$ cat src/rtl/vote_pkg.sv
// Shared types and sizes for the vote collector front end.
package vote_pkg;

    localparam int unsigned VOTE_W     = 7;
    localparam int unsigned VOTE_CNT_W = 3;

    typedef enum logic [1:0] {
        IDLE    = 2'd0,
        COLLECT = 2'd1,
        DONE    = 2'd2
    } vc_state_t;

endpackage

$ cat src/rtl/vote_collector_if.sv
// Serial sample handshake and assembled-vector outputs of the vote collector.
interface vote_collector_if
    import vote_pkg::*;
#(
    parameter int unsigned WIDTH = VOTE_W,
    parameter int unsigned CNT_W = VOTE_CNT_W
);
    logic             start;
    logic             abort;
    logic             bit_in;
    logic             bit_valid;
    logic             ready;
    logic [WIDTH-1:0] vec;
    logic             vec_valid;
    logic [CNT_W-1:0] bit_count;
    logic             busy;

    modport master (
        output start, abort, bit_in, bit_valid,
        input  ready, vec, vec_valid, bit_count, busy
    );

    modport slave (
        input  start, abort, bit_in, bit_valid,
        output ready, vec, vec_valid, bit_count, busy
    );
endinterface

$ cat src/rtl/mod_counter.sv
// Saturating up-counter with synchronous clear/enable and a last-step flag.
module mod_counter #(
    parameter int unsigned W     = 3,
    parameter int unsigned LIMIT = 7
) (
    input  logic         clk,
    input  logic         rst_n,
    input  logic         clr,
    input  logic         en,
    output logic [W-1:0] count,
    output logic         at_last_c
);
    localparam logic [W-1:0] TOP_V  = W'(LIMIT);
    localparam logic [W-1:0] LAST_V = W'(LIMIT - 1);

    // Never counts past LIMIT, even if enable stays high.
    always_ff @(posedge clk) begin
        if (!rst_n) begin
            count <= '0;
        end else if (clr) begin
            count <= '0;
        end else if (en && (count != TOP_V)) begin
            count <= count + W'(1);
        end
    end

    assign at_last_c = (count == LAST_V);
endmodule

$ cat src/rtl/vote_collector.sv
// Collects WIDTH serial samples into a parallel vector with a completion pulse.
module vote_collector
    import vote_pkg::*;
#(
    parameter int unsigned WIDTH = VOTE_W,
    parameter int unsigned CNT_W = VOTE_CNT_W
) (
    input  logic             clk,
    input  logic             rst_n,
    vote_collector_if.slave  bus
);
    localparam logic [CNT_W-1:0] LIMIT_V = CNT_W'(WIDTH);

    vc_state_t        state_q;
    vc_state_t        state_d;
    logic             cnt_clr;
    logic             cnt_en;
    logic             cnt_last;
    logic             vec_clr;
    logic             vec_wr;
    logic [CNT_W-1:0] count;
    logic [WIDTH-1:0] vec_q;
    logic             vec_valid_q;

    // State register.
    always_ff @(posedge clk) begin
        if (!rst_n) begin
            state_q <= IDLE;
        end else begin
            state_q <= state_d;
        end
    end

    // Next state and datapath controls; abort beats start beats bit_valid.
    always_comb begin
        state_d = state_q;
        cnt_clr = 1'b0;
        cnt_en  = 1'b0;
        vec_clr = 1'b0;
        vec_wr  = 1'b0;
        if (bus.abort) begin
            state_d = IDLE;
            cnt_clr = 1'b1;
        end else if (bus.start) begin
            state_d = COLLECT;
            cnt_clr = 1'b1;
            vec_clr = 1'b1;
        end else begin
            case (state_q)
                IDLE: state_d = IDLE;
                COLLECT: begin
                    if (bus.bit_valid) begin
                        cnt_en = 1'b1;
                        vec_wr = 1'b1;
                        if (cnt_last) begin
                            state_d = DONE;
                        end
                    end
                end
                DONE:    state_d = IDLE;
                default: state_d = IDLE;
            endcase
        end
    end

    mod_counter #(
        .W     (CNT_W),
        .LIMIT (WIDTH)
    ) u_cnt (
        .clk       (clk),
        .rst_n     (rst_n),
        .clr       (cnt_clr),
        .en        (cnt_en),
        .count     (count),
        .at_last_c (cnt_last)
    );

    // Sample write; the index guard keeps writes inside the vector.
    always_ff @(posedge clk) begin
        if (!rst_n) begin
            vec_q <= '0;
        end else if (vec_clr) begin
            vec_q <= '0;
        end else if (vec_wr && (count < LIMIT_V)) begin
            vec_q[count] <= bus.bit_in;
        end
    end

    // Pulse is high exactly while the FSM sits in DONE.
    always_ff @(posedge clk) begin
        if (!rst_n) begin
            vec_valid_q <= 1'b0;
        end else begin
            vec_valid_q <= (state_d == DONE);
        end
    end

    assign bus.vec       = vec_q;
    assign bus.vec_valid = vec_valid_q;
    assign bus.bit_count = count;
    assign bus.ready     = (state_q == COLLECT);
    assign bus.busy      = (state_q != IDLE);
endmodule

$ cat src/flat_wrapper.sv
// flat-port wrapper written by rule: the top's interface ports become plain ports
module vote_collector_flat import vote_pkg::*;
#(
    parameter int unsigned WIDTH = VOTE_W,
    parameter int unsigned CNT_W = VOTE_CNT_W
)
  (clk, rst_n, bus_start, bus_abort, bus_bit_in, bus_bit_valid, bus_ready, bus_vec, bus_vec_valid, bus_bit_count, bus_busy);
  vote_collector_if #(.WIDTH(WIDTH), .CNT_W(CNT_W)) bus_i ();
  input  logic clk;
  input  logic rst_n;
  input wire logic [$bits(bus_i.start)-1:0] bus_start;
  input wire logic [$bits(bus_i.abort)-1:0] bus_abort;
  input wire logic [$bits(bus_i.bit_in)-1:0] bus_bit_in;
  input wire logic [$bits(bus_i.bit_valid)-1:0] bus_bit_valid;
  output wire logic [$bits(bus_i.ready)-1:0] bus_ready;
  output wire logic [$bits(bus_i.vec)-1:0] bus_vec;
  output wire logic [$bits(bus_i.vec_valid)-1:0] bus_vec_valid;
  output wire logic [$bits(bus_i.bit_count)-1:0] bus_bit_count;
  output wire logic [$bits(bus_i.busy)-1:0] bus_busy;
  assign bus_i.start = bus_start;
  assign bus_i.abort = bus_abort;
  assign bus_i.bit_in = bus_bit_in;
  assign bus_i.bit_valid = bus_bit_valid;
  assign bus_ready = bus_i.ready;
  assign bus_vec = bus_i.vec;
  assign bus_vec_valid = bus_i.vec_valid;
  assign bus_bit_count = bus_i.bit_count;
  assign bus_busy = bus_i.busy;
  vote_collector #(.WIDTH(WIDTH), .CNT_W(CNT_W)) u_core (.clk(clk), .rst_n(rst_n), .bus(bus_i));
endmodule
$ cat config.mk
export PLATFORM = sky130hd
export DESIGN_NAME = vote_collector_flat
export DESIGN_NICKNAME = d
export VERILOG_FILES = /design/src/rtl/vote_pkg.sv /design/src/rtl/vote_collector_if.sv /design/src/rtl/mod_counter.sv /design/src/rtl/vote_collector.sv /design/src/flat_wrapper.sv
export SDC_FILE = /design/constraint.sdc
export NUM_CORES = 1
export LEC_CHECK = 0
export ABC_AREA = 1
export CAP_MARGIN = 0
export CORE_MARGIN = 1
export CORE_UTILIZATION = 45
export CTS_CLUSTER_SIZE = 25
export DETAILED_ROUTE_END_ITERATION = 16
export GPL_TIMING_DRIVEN = 0
export PLACE_DENSITY = 0.76
export SETUP_SLACK_MARGIN = 0.4
export SLEW_MARGIN = 20
export SYNTH_ARGS = -nofsm -noshare
export SYNTH_HDL_FRONTEND = slang
export SYNTH_SLANG_ARGS = --single-unit
$ cat constraint.sdc
create_clock -name clk -period 1.7 [get_ports clk]
set_input_delay 0.255 -clock clk [delete_from_list [all_inputs] [get_ports clk]]
set_output_delay 0.255 -clock clk [all_outputs]
set_load 0.02 [all_outputs]
* Word-level counts from Yosys, hierarchy flattened
Cells that the tools add are included.
Cells by class: equality and inequality tests 4, order comparisons 3, bitwise gates (word level) 1, reduce and logical (&&, ||, !) cells 6, $add $sub $neg 1, mux-type cells 15
Operators by type and width (count):
- 2-bit two-way mux | 5
- 1-bit two-way mux | 8
- 7-bit bitwise mux | 1
- 3-bit by 4-bit < comparator with 1-bit output, second input constant | 1
- 2-bit OR reduction | 2
- 3-bit by 1-bit adder with 3-bit output, second input constant | 1
- 1-bit demux with 3-bit select | 1
- 3-bit == test, second input constant | 1
- 3-bit by 1-bit >= comparator with 1-bit output, second input constant | 1
- 1-bit logical AND | 3
- 3-bit < comparator, second input constant | 1
- 3-bit inequality test, second input constant | 1
- 2-bit by 1-bit == test with 1-bit output, second input constant | 1
- 2-bit == test, second input constant | 1
- 2-bit nonzero test | 1
- 1-bit inverter | 1
Word-level totals: flip-flop bits (word level) 13, logic and storage cells 34

* Logic depth before layout (Yosys ltp)
word-level depth 7, gate-level depth with buffers 7, depth with buffers taken out 6

* Cells and area by module
From an unflattened synthesis, not the netlist that was laid out.
Unflattened totals: cell total of the unflattened synthesis 97, area total of the unflattened synthesis 654.4 um^2
Modules (own cells, without submodules):
- vote_collector | times used 1, area an instance 471.7 um^2, cells an instance 70
- mod_counter | times used 1, area an instance 182.7 um^2, cells an instance 27

* Worst setup path before layout
OpenSTA, ideal clock, no wires.
kind reg2reg, start point register u_core.u_cnt.count[0], end point register u_core.u_cnt.count[1], slack 0.416 ns, setup time 0.117 ns, data arrival time 1.168 ns, clock period less this slack 1.284 ns, buffers on the path 0, stages on the path, launching flop included 7, required time 1.583 ns, path through dfxtp_1 ha_1 ha_1 inv_1 nand4_1 nand2_1 a21oi_1
On the way: longest elaborated chain between the ends 2, elaborated cells on any way between the ends 3, classes of those cells 1 x add/sub; 1 x eq/ne; 1 x reduce/logical
RTL lines:
- from (decl) | RTL line mod_counter.sv:10 | output logic [W-1:0] count,
- from (signal assigned) | RTL line mod_counter.sv:23 | count <= count + W'(1);
- branches (longest 2 deep; another with 3-bit by 1-bit adder with 3-bit output)
Parallel ways; which one is timed is not known. A chain may end at the register's enable or synchronous reset.

* Worst setup path after layout
start point register u_core.u_cnt.count[0], end point output port bus_bit_count[0]
RTL lines:
- to (decl) | RTL line flat_wrapper.sv:18 | output wire logic [$bits(bus_i.bit_count)-1:0] bus_bit_count;
No word-level cell between the ends.

==> run metrics <==
status=complete, no violations; fraction of layout cells with a size suffix above 1=0.231; DIE AREA=1650 um2; reg2reg start=u_core.u_cnt.count[0]; first-pass GRT wire length=2280 um; drt initial violations=17; Max FO, Critical Path=5; GRT Util Overall=0.221; Clk Latency, worst-skew pair=0.27 ns; switching part of the total=0.242; Initial DRT Pass Iterations=4; CP Cell Sequence=buf_4 > clkdlybuf4s15_2; vias per cell=4.99; final core occ=0.698; Clock Pin Slew Worst Setup and Hold Paths=0.08 ns; maxcap violations=0; cell-internal power=0.415 mW; Max Slew Vio Count=0; final hold vios=0; Final min period=1.27 ns; Num CTS Buffers=3; H-tree depth=1; R2R Setup Slk=0.48 ns; clk sinks=13; count of input and output buffers=18; Post-Route WL=1470 um; Final ANT Viol Nets=0; most numerous cell in the Yosys netlist=nor2_1; worst hold endpoint=u_core.state_q[0]; leak pwr=0.430 nW; Yosys cell types=17; Syn Nets=104; root buf cell=clkbuf_4; reg-to-reg endpoint=u_core.u_cnt.count[1]; Mapped Area=669 um2; combinational share of power=0.096; sequential share of power=0.555; CTS Hold Bufs=0; delay-heaviest family, CP=buffers and inverters; Crit-path slowest cell=dfxtp_4; vias in the first global route=535; Post-synth EDFFs=0; Post-synth top flop=dfxtp_1; crit end category=primary output; Die X=40.6 um; initial antenna violation count=0; GPL Wtd Cong=0.791; Die Height=40.6 um; final setup vio count=0; CP Depth=2; final period utilization=0.749; synthesis-to-finish area growth=40.7%; ANT cells=0; worst path bufs/invs=2; CP Class=flip-flop to primary output; vias after detailed routing=679; Syn Inst Count=95; Synth top cells by count=20 x nor2_1, 13 x dfxtp_1, 13 x nand2_1, 13 x nand3_1, 10 x inv_1; ys async rst share=0; DP HPWL=1000 um; Setup crit start kind=flip-flop; total negative slack=0 ns; post-synthesis sequential element count=13; grt total ovfl=0; nets@finish=131; num ports=19; Syn Area/Cell=7.05 um2; drt drc=0; largest net degree at the start of global routing=11; CTS tree=built; initial cell density of the core=0.496; RSZ-0062 raised after global routing=true; placeable core region=1350 um2; worst slew pin tran=0.333 ns; Hold Slack=0.331 ns; FMAX=785 MHz; sw power=0.132 mW; sequential share of the synthesized area=0.389; Finished Layout Cells=136; Yosys top cell by area=dfxtp_1; synth top area cells=dfxtp_1 39%, nor2_1 11%, nand3_1 9.7%; Cells after DPL=128; CP arrival=1.02 ns; post-synth top area share=0.389; hold path depth=3; Req. time, crit path=1.44 ns; clock tree buffer depth=2; Slowest Stage Delay on Critical Path=0.37 ns; filler cell count=132; clock group share of total power=0.348; Rows=13; wire per inst=10.8 um; Peak VDD IR=0.000405 V; Synth warnings=0; pwr dens=581 nW/um2; R2R depth=6; Hold Path Class=primary input to flip-flop; Max-slew headroom=0.778; hold path startpoint=bus_start; Setup Skew=0.00259 ns
metal layers:
metal | GRT usage | vias up | wire (um)
met2 | 0.329 | 22 | 659
li1 | - | 361 | -
met3 | 0.0667 | 2 | 106
met1 | 0.268 | 294 | 689
met5 | 0 | - | 0
met4 | 0.150 | 0 | 13
layout by cell type, fill, tap and decap left out, drive strengths merged:
cell type | Yosys | final
nor2 | 22 | 22
clkdlybuf4s15 | 0 | 1
clkdlybuf4s50 | 0 | 3
nand3b | 4 | 4
buf | 2 | 8
inv | 11 | 11
nand3 | 14 | 14
a21oi | 8 | 8
nand2 | 14 | 14
dfxtp | 13 | 13
nand4 | 1 | 1
dlygate4sd2 | 0 | 10
nor3 | 3 | 3
dlymetal6s2s | 0 | 2
clkbuf | 0 | 4
ha | 3 | 3
power groups by stage:
stage / logic [mW] / registers [mW] / clock network, mW
floorplan: 0.0273 / 0.314 / 0
global placement: 0.0508 / 0.314 / 0
detailed placement: 0.0521 / 0.314 / 0
CTS: 0.0509 / 0.307 / 0.198
global route: 0.0583 / 0.304 / 0.218
finish: 0.0528 / 0.304 / 0.191
worst reg2reg max path: cells and delay by family (launching register included):
kind            cells  cell delay, ns
flops               1            0.37
fa+ha+maj           2            0.35
simple gates        2            0.27
buf+inv             1            0.07
compound gates      1            0.06
layout make-up:
cell class	instances	area [um2]	area share
Multi-Input combinational cell	69	373	0.396
Tap cell	15	18.8	0.0199
Sequential cell	13	270	0.287
Buffer	2	16.3	0.0173
Inverter	11	41.3	0.0438
Timing Repair Buffer	22	196	0.208
Clock buffer	4	26.3	0.0279
state kept, by name (all words and copies together), names as in the netlist:
name                  cells
u_core.bus.vec_valid      1
u_core.u_cnt.count        3
u_core.state_q            2
u_core.bus.vec            7
worst max path at each step:
stage,start,endpoint,slack [ns]
after global placement,bus_abort,u_core.bus.vec[1],0.16
after detailed placement,bus_abort,u_core.bus.vec[2],0.13
after global routing,u_core.u_cnt.count[0],bus_bit_count[0],0.38
after floorplan,u_core.u_cnt.count[0],u_core.u_cnt.count[1],0.42
after CTS,u_core.state_q[0],bus_ready,0.24
final,u_core.u_cnt.count[0],bus_bit_count[0],0.43
metrics by stage:
stage / area [um2] / total power [mW] / setup slack [ns]
6_report: 942 / 0.548 / 0.426
5_1_grt: 942 / 0.581 / 0.377
4_1_cts: 886 / 0.556 / 0.243
3_5_place_dp: 868 / 0.366 / 0.128
3_3_place_gp: 868 / 0.365 / 0.160
2_1_floorplan: 669 / 0.342 / 0.416
repair_timing:
item,4_1_cts,5_1_grt
gates resized for setup,19,19
buffers inserted,0,4
pin swaps,0,2
setup endpoints to repair,16,13
cell families after synthesis:
group	after synthesis	synth area share
and+or+nand+nor	58	0.409
AOI/OAI and AO/OA	8	0.0598
DFF	13	0.389
adders and majority gates	3	0.0561
buffers and inverters	13	0.0860
Note: power is estimated with default switching activity, not from simulation.
